File: src/rtl/hazard_stall_issue.sv
// rtl/hazard_stall_issue.sv - hazard-record consumer that issues the program with noop bubbles
//
// Purpose: latches an 8-instruction program, collects RAW hazard records from
// the hazard checker, then issues the program in order with enough noop
// bubbles in front of dependent instructions that the pipeline needs no
// hazard logic of its own.
//
// Optional feature macro: FORWARD_EN (bubble count from the producer opcode,
// assuming a forwarding pipeline). Undefined: PIPE_GAP - distance rule.
//
// Ports:
//   clk, rst_n      clock, synchronous active-low reset
//   start           begin a run from IDLE/DONE, latching prog_bits
//   prog_bits       packed program, instruction i at [63-8i -: 8]
//   hz_valid/hz_ready/hz_rec/hz_last   hazard-record stream {prod,cons,kind}
//   out_valid/out_ready                issue-slot handshake
//   issue_instr     instruction, or 8'h00 for a bubble
//   issue_pc        program index of the next real instruction
//   issue_bubble    slot is an inserted bubble
//   done            high in DONE
//   err             sticky illegal-record flag
//   bubble_cnt      bubbles issued this run
module hazard_stall_issue #(
  parameter int N_INSTR  = 8,
  parameter int PIPE_GAP = 3
) (
  input  logic        clk,
  input  logic        rst_n,
  input  logic        start,
  input  logic [63:0] prog_bits,
  input  logic        hz_valid,
  output logic        hz_ready,
  input  logic [8:0]  hz_rec,
  input  logic        hz_last,
  output logic        out_valid,
  input  logic        out_ready,
  output logic [7:0]  issue_instr,
  output logic [2:0]  issue_pc,
  output logic        issue_bubble,
  output logic        done,
  output logic        err,
  output logic [4:0]  bubble_cnt
);

  typedef enum logic [1:0] {
    IDLE    = 2'd0,
    COLLECT = 2'd1,
    ISSUE   = 2'd2,
    DONE    = 2'd3
  } state_t;

  localparam logic [2:0] lastPc = 3'(N_INSTR - 1);
  localparam logic [2:0] gap3   = 3'(PIPE_GAP);

  state_t      state;
  logic [63:0] progReg;
  logic [7:0]  instr [8];
  logic [1:0]  stall [8];
  logic [1:0]  bubLeft;

  logic [2:0]  recProd;
  logic [2:0]  recCons;
  logic [2:0]  recKind;
  logic [2:0]  recDist;
  logic        recNull;
  logic        recGood;
  logic [1:0]  recNeed;
  logic [2:0]  pcNext;

  always_comb begin
    for (int i = 0; i < 8; i++) begin
      instr[i] = progReg[63 - 8*i -: 8];
    end
  end

  assign recProd = hz_rec[8:6];
  assign recCons = hz_rec[5:3];
  assign recKind = hz_rec[2:0];
  assign recDist = recCons - recProd;
  assign recNull = (recKind == 3'b000);
  // Only RAW records whose consumer lies 1..PIPE_GAP-1 slots after the producer
  // can need bubbles; anything further apart is already safe and is flagged.
  assign recGood = (recKind == 3'b001) && (recCons > recProd) && (recDist <= gap3 - 3'd1);
  assign pcNext  = issue_pc + 3'd1;

`ifdef FORWARD_EN
  // With forwarding only a load feeding the very next instruction stalls.
  assign recNeed = ((instr[recProd][7:6] == 2'b11) && (recDist < gap3 - 3'd1)) ? 2'd1 : 2'd0;
`else
  assign recNeed = 2'(gap3 - recDist);
`endif

  always_ff @(posedge clk) begin
    if (!rst_n) begin
      state        <= IDLE;
      progReg      <= '0;
      bubLeft      <= '0;
      hz_ready     <= 1'b0;
      out_valid    <= 1'b0;
      issue_instr  <= '0;
      issue_pc     <= '0;
      issue_bubble <= 1'b0;
      done         <= 1'b0;
      err          <= 1'b0;
      bubble_cnt   <= '0;
      for (int i = 0; i < 8; i++) stall[i] <= '0;
    end else begin
      case (state)
        IDLE, DONE: begin
          if (start) begin
            state      <= COLLECT;
            progReg    <= prog_bits;
            hz_ready   <= 1'b1;
            done       <= 1'b0;
            err        <= 1'b0;
            bubble_cnt <= '0;
            for (int i = 0; i < 8; i++) stall[i] <= '0;
          end
        end

        COLLECT: begin
          if (hz_valid) begin
            if (recGood) begin
              if (recNeed > stall[recCons]) stall[recCons] <= recNeed;
            end else if (!recNull) begin
              err <= 1'b1;
            end
            if (hz_last) begin
              // Instruction 0 can never be a consumer, so its stall entry is
              // always zero and the first slot is always the real instruction.
              state        <= ISSUE;
              hz_ready     <= 1'b0;
              out_valid    <= 1'b1;
              issue_pc     <= 3'd0;
              issue_instr  <= instr[0];
              issue_bubble <= 1'b0;
              bubLeft      <= 2'd0;
            end
          end
        end

        ISSUE: begin
          if (out_ready) begin
            if (bubLeft != 2'd0) begin
              bubLeft    <= bubLeft - 2'd1;
              bubble_cnt <= bubble_cnt + 5'd1;
              if (bubLeft == 2'd1) begin
                issue_instr  <= instr[issue_pc];
                issue_bubble <= 1'b0;
              end
            end else if (issue_pc == lastPc) begin
              state        <= DONE;
              done         <= 1'b1;
              out_valid    <= 1'b0;
              issue_instr  <= '0;
              issue_bubble <= 1'b0;
            end else begin
              issue_pc <= pcNext;
              bubLeft  <= stall[pcNext];
              if (stall[pcNext] != 2'd0) begin
                issue_instr  <= 8'h00;
                issue_bubble <= 1'b1;
              end else begin
                issue_instr  <= instr[pcNext];
                issue_bubble <= 1'b0;
              end
            end
          end
        end

        default: state <= IDLE;
      endcase
    end
  end

endmodule

File: config.mk
export PLATFORM = sky130hd
export DESIGN_NAME = hazard_stall_issue
export DESIGN_NICKNAME = d
export VERILOG_FILES = /design/src/rtl/hazard_stall_issue.sv
export SDC_FILE = /design/constraint.sdc
export NUM_CORES = 1
export LEC_CHECK = 0
export CAP_MARGIN = 5
export CORE_ASPECT_RATIO = 2
export CORE_UTILIZATION = 35
export DETAILED_ROUTE_END_ITERATION = 7
export MAX_ROUTING_LAYER = met4
export PLACE_DENSITY_LB_ADDON = 0.25
export SYNTH_ARGS = -nofsm -noshare
export SYNTH_HDL_FRONTEND = slang
export SYNTH_SLANG_ARGS = --single-unit
File: constraint.sdc
create_clock -name clk -period 6.49 [get_ports clk]
set_input_delay 0.9735 -clock clk [delete_from_list [all_inputs] [get_ports clk]]
set_output_delay 0.9735 -clock clk [all_outputs]
set_load 0.02 [all_outputs]
After elaboration in Yosys (flattened, before gate mapping). Memory sizes are Yosys's and may differ from the RTL's. Cells that the tools add are included. W data, S select, Z words.

Flip-flop bits (word level): 89. Latch bits: 0. Bits in writable memories: 16. Memory bits (read-only): 0. Input port bits: 79. Output and inout bits: 21. Logic and storage cells: 155. Memories: 1.

$add $sub $neg: 5. $mul: 0. Div/mod/pow operators: 0. Order comparisons: 5. Eq/ne operators: 18. Shift-type cells: 0. Multiplexer cells: 84. Bitwise operators: 10. Reduce and logical (&&, ||, !) cells: 21.

Memories: stall (depth 8, width 2, rd ports 2, clocked after memory_dff 0, wr ports 8, line 58) `logic [1:0] stall [8];`.

Operators with widths (count): $mux W8 (11); $bmux W8 S3 (2); $mux W2 (20); $mux W1 (32); $ne A2 B2 Y1 const B (10); $reduce_and A5 Y1 (4); $mux W3 (6); $reduce_and A6 Y1 (3); $pmux W8 S2 (1); $mux W5 (3); $pmux W1 S2 (5); $pmux W5 S2 (1); $reduce_bool A2 Y1 (5); $ge A4 B4 Y1 const B (2); $not A3 Y4 (2); $or A1 B1 Y1 (8); $reduce_and A4 Y1 (2); $ne A3 B3 Y1 const B (2); $pmux W2 S3 (1); $pmux W3 S2 (1); $add A5 B1 Y5 const B (1); $eq A2 B1 Y1 const B (2); $eq A2 B2 Y1 const B (2); $pmux W2 S2 (1); 14 further kinds (16).

Longest topological paths before layout.
Word-level depth: 11. Depth in mapped cells: 12. Gate-level depth less buffers: 10.

Least setup slack after synthesis. OpenSTA, ideal clock, no wires.

Path kind: input-to-reg. Start: input port hz_rec[5]. End: memory stall[0][0], enable pin. Setup time: 0.338 ns. Arrival time: 3.214 ns. Required time: 6.152 ns. Slack: 2.938 ns. Stages on the path: 9. Path buffers: 1. Path through: clkbuf_1 mux4_2 mux2i_1 ha_1 nand2_1 nand4_1 nor4_1 nand2b_1 o31ai_1.

RTL lines: start: declaration (line 33) `input logic [8:0] hz_rec,`; end: declaration (line 58).

==> summary.md <==
| Metric | Value |
|---|---|
| YS warnings | 0 |
| Adder-cell share of the synthesized area | between 2 and 3% |
| Largest net degree at the start of global routing | 82 |
| N_diodes | 0 |
| Chip width | 91.9 um |
| CTS Hold Bufs | 0 |
| DIE AREA | 16700 sq um |
| Setup tns final | 0 ns |
| Worst-margin pin slew | approximately 1.1 ns |
| CP Class | input pin to flip-flop |
| Chip Height | 182 um |
| Max Cap Viol | 0 |
| CTS tree | yes |
| Area grow syn2layout | 25.1% |
| Via Count | 4806 |
| Final layout net count | 783 |
| Starting density of the core | 35.9% |
| Worst EP required | approximately 6.5 ns |
| Status | finished clean |
| Critical path peak fanout | 12 |
| Dpl ws | 1.58 ns |
| GRT Residual Overflow | 0 |
| Fin area | 7080 sq um |
| Aggregate routed wire length | approximately 15000 um |
| Crit path launch type | input pin |
| Average size of a mapped cell | 9.12 sq um |
| Synth cell count leaders | nand2_1 (151), dfxtp_1 (89), a21oi_1 (78) |
| Peak supply drop | approximately 0.15 mV |
| Starting DRT DRC Count | 224 |
| Mux share of post-synthesis cell area | 18.7% |
| CTS max path bufs | 2 |
| Yosys reg bits | roughly 110 |
| Clk pin slew, worst setup/hold paths | 0.07 ns |
| Vias in the first global route | 4886 |
| WL/cell | 16.6 um |
| Via-to-Cell Ratio | around 5.4 |
| Final Cycle Share | between 70 and 80% |
| IO Count | 100 |
| Top FF cell, synth | dfxtp_1 |
| Count of unique library cells instantiated by Yosys | 49 |
| Clk sinks | 105 |
| Placer Congestion | 0.908 |
| DRC viols | 0 |
| Setup Viol. Count Final | 0 |
| Compound-Gate Fraction of Synth Area | 15.5% |
| Pwr/cell area | 338 nW/um^2 |
| F_max | approximately 220 MHz |
| Worst slew margin | 25.5% |
| Cell taking the most area after synthesis | dfxtp_1 |
| CTS Buf Count | 9 |
| Min-Delay Path Class | flip-flop to flip-flop |
| Largest family of logic cells by synthesized area | multiplexers |
| # Post-CTS Setup Buffers | 0 |
| Final worst setup slack | 1.90 ns |
| Unrepaired setup endpoints after global routing | false |
| Worst Skew | approximately 0.011 ns |
| Core Util, Final | 44.9% |
| Global-route wire length before repair | 24300 um |
| Hpwl dp | between 10000 and 15000 um |
| Share of flip-flops with an asynchronous set or reset | 0% |
| Area of the mapped netlist | 5660 sq um |
| Post-synth top area share | 31.5% |
| Row count | 65 |
| Filler cells | 1565 |
| EDFF count, synth | 16 |
| Antenna Violating Nets Remaining | 0 |
| Count leader, synth | nand2_1 |
| Clk_lat worst skew | between 0.3 and 0.4 ns |
| Sequential area share after synthesis | between 30% and 40% |
| Syn Nets | 712 |
| Clock Root Buffer | clkbuf_16 |
| Final Slew Violations | 0 |
| DP Area | 6760 sq um |
| Core area | 15800 sq um |
| Critical Path AT | about 4.6 ns |
| Synth Area in Simple Gates | a little under a fifth |
| # port buffers | 99 |
| Leak Pwr | 2.41 nW |
| H-tree Lvls | 3 |
| Post-CTS sizing | 0 |
| Layout cells sized above 1 | about a tenth |
| Total GRT Usage | approximately a fifth |
| Initial antenna violation count | 0 |
| Post-route minimum period | 4.59 ns |
| Main area contributors after synthesis | dfxtp_1 (31%), mux4_2 (14%), nand2_1 (10%), edfxtp_1 (8.5%), a21oi_1 (6.9%) |
| Critical Path Sink Type | flip-flop |
| Xor-xnor portion of the synthesized cell area | 0.464% |
| Mapped Cells | about 620 |
| Final Hold Vio Count | 0 |
| Drt first pass iters | 4 |
[critical path: stages]
cell,delay (ns)
clkdlybuf4s50_1,0.75
inv_1,0.21
ha_1,0.28
fa_1,0.52
ha_1,0.34
nand2_1,0.07
nand4_1,0.10
nor4_1,0.66
nand2_1,0.25
o31ai_1,0.42
[stage by stage]
stage / power (W) / instances / hold WS [ns]
2_1_floorplan: 0.00155 / 621 / 0.443
3_3_place_gp: 0.00181 / 882 / 0.452
3_5_place_dp: 0.00184 / 882 / 0.462
4_1_cts: 0.00242 / 898 / 0.472
5_1_grt: 0.00255 / 898 / 0.495
6_report: 0.00239 / 898 / 0.467
[report_power, final]
| part | internal, W | switching [W] |
|---|---|---|
| Combinational | 0.000390 | 0.000507 |
| Clock | 0.000335 | 0.000235 |
| Sequential | 0.000803 | 0.000124 |
[sequential cells by signal, indices dropped and copies added, names as in the netlist]
signal / count
issue_instr: 8
done: 1
hz_ready: 1
out_valid: 1
issue_pc: 3
issue_bubble: 1
instr: 64
stall: 16
state: 2
bubLeft: 2
bubble_cnt: 5
err: 1
[logic make-up (layout without fill, tap and decap cells)]
family,Yosys count,after routing
AO/OA/AOI/OAI,136,136
XOR/XNOR,3,3
adder cells (fa/ha/maj),12,12
buffers and inverters,57,133
flip-flops,105,105
multiplexers,62,62
AND/OR/NAND/NOR,246,246
[metal layers]
layer	vias to the layer above	wire length, um	global-route usage [%]
li1	2362	-	-
met1	2321	6060	21.5
met2	106	7970	33.4
met3	17	560	2.93
met4	0	273	6.31
met5	-	0	-
[final timing paths]
path                             from                     endpoint  slack, ns  cells past startpoint
min                  err$_SDFFE_PN0P_             err$_SDFFE_PN0P_       0.47                      2
min reg2reg          err$_SDFFE_PN0P_             err$_SDFFE_PN0P_       0.47                      2
max                         hz_rec[3]    stall[4][1]$_SDFFCE_PN0P_       1.90                     10
max reg2reg  issue_pc[0]$_SDFFE_PN0P_  issue_instr[4]$_SDFFE_PN0P_       2.86                      5
[layout by cell type (no fill, tap or decap), types with 4 or more instances in the layout]
master           instances
o21ai_0                 15
o311a_1                  6
nand2_1                150
inv_1                   11
edfxtp_1                16
mux2i_1                 25
a2111oi_2                4
nor2_1                  43
dfxtp_1                 88
ha_1                    11
nor2b_1                  6
nand2b_1                 9
mux4_2                  35
a21oi_1                 78
clkdlybuf4s50_1         99
buf_4                    6
nand3_1                 10
nor3_1                  10
a31oi_1                  4
clkbuf_16               10
a22oi_1                  9
or3_1                    4
[final cells by class]
type / count / area, sq um / share of cell area, %
Clock buffer: 13 / 272 / 3.83
Clock inverter: 3 / 46.3 / 0.654
Multi-Input combinational cell: 459 / 3170 / 44.7
Tap cell: 201 / 251 / 3.55
Inverter: 12 / 45.0 / 0.636
Sequential cell: 105 / 2260 / 32.0
Timing Repair Buffer: 105 / 1040 / 14.6
Power figures use the tool's default switching activity.
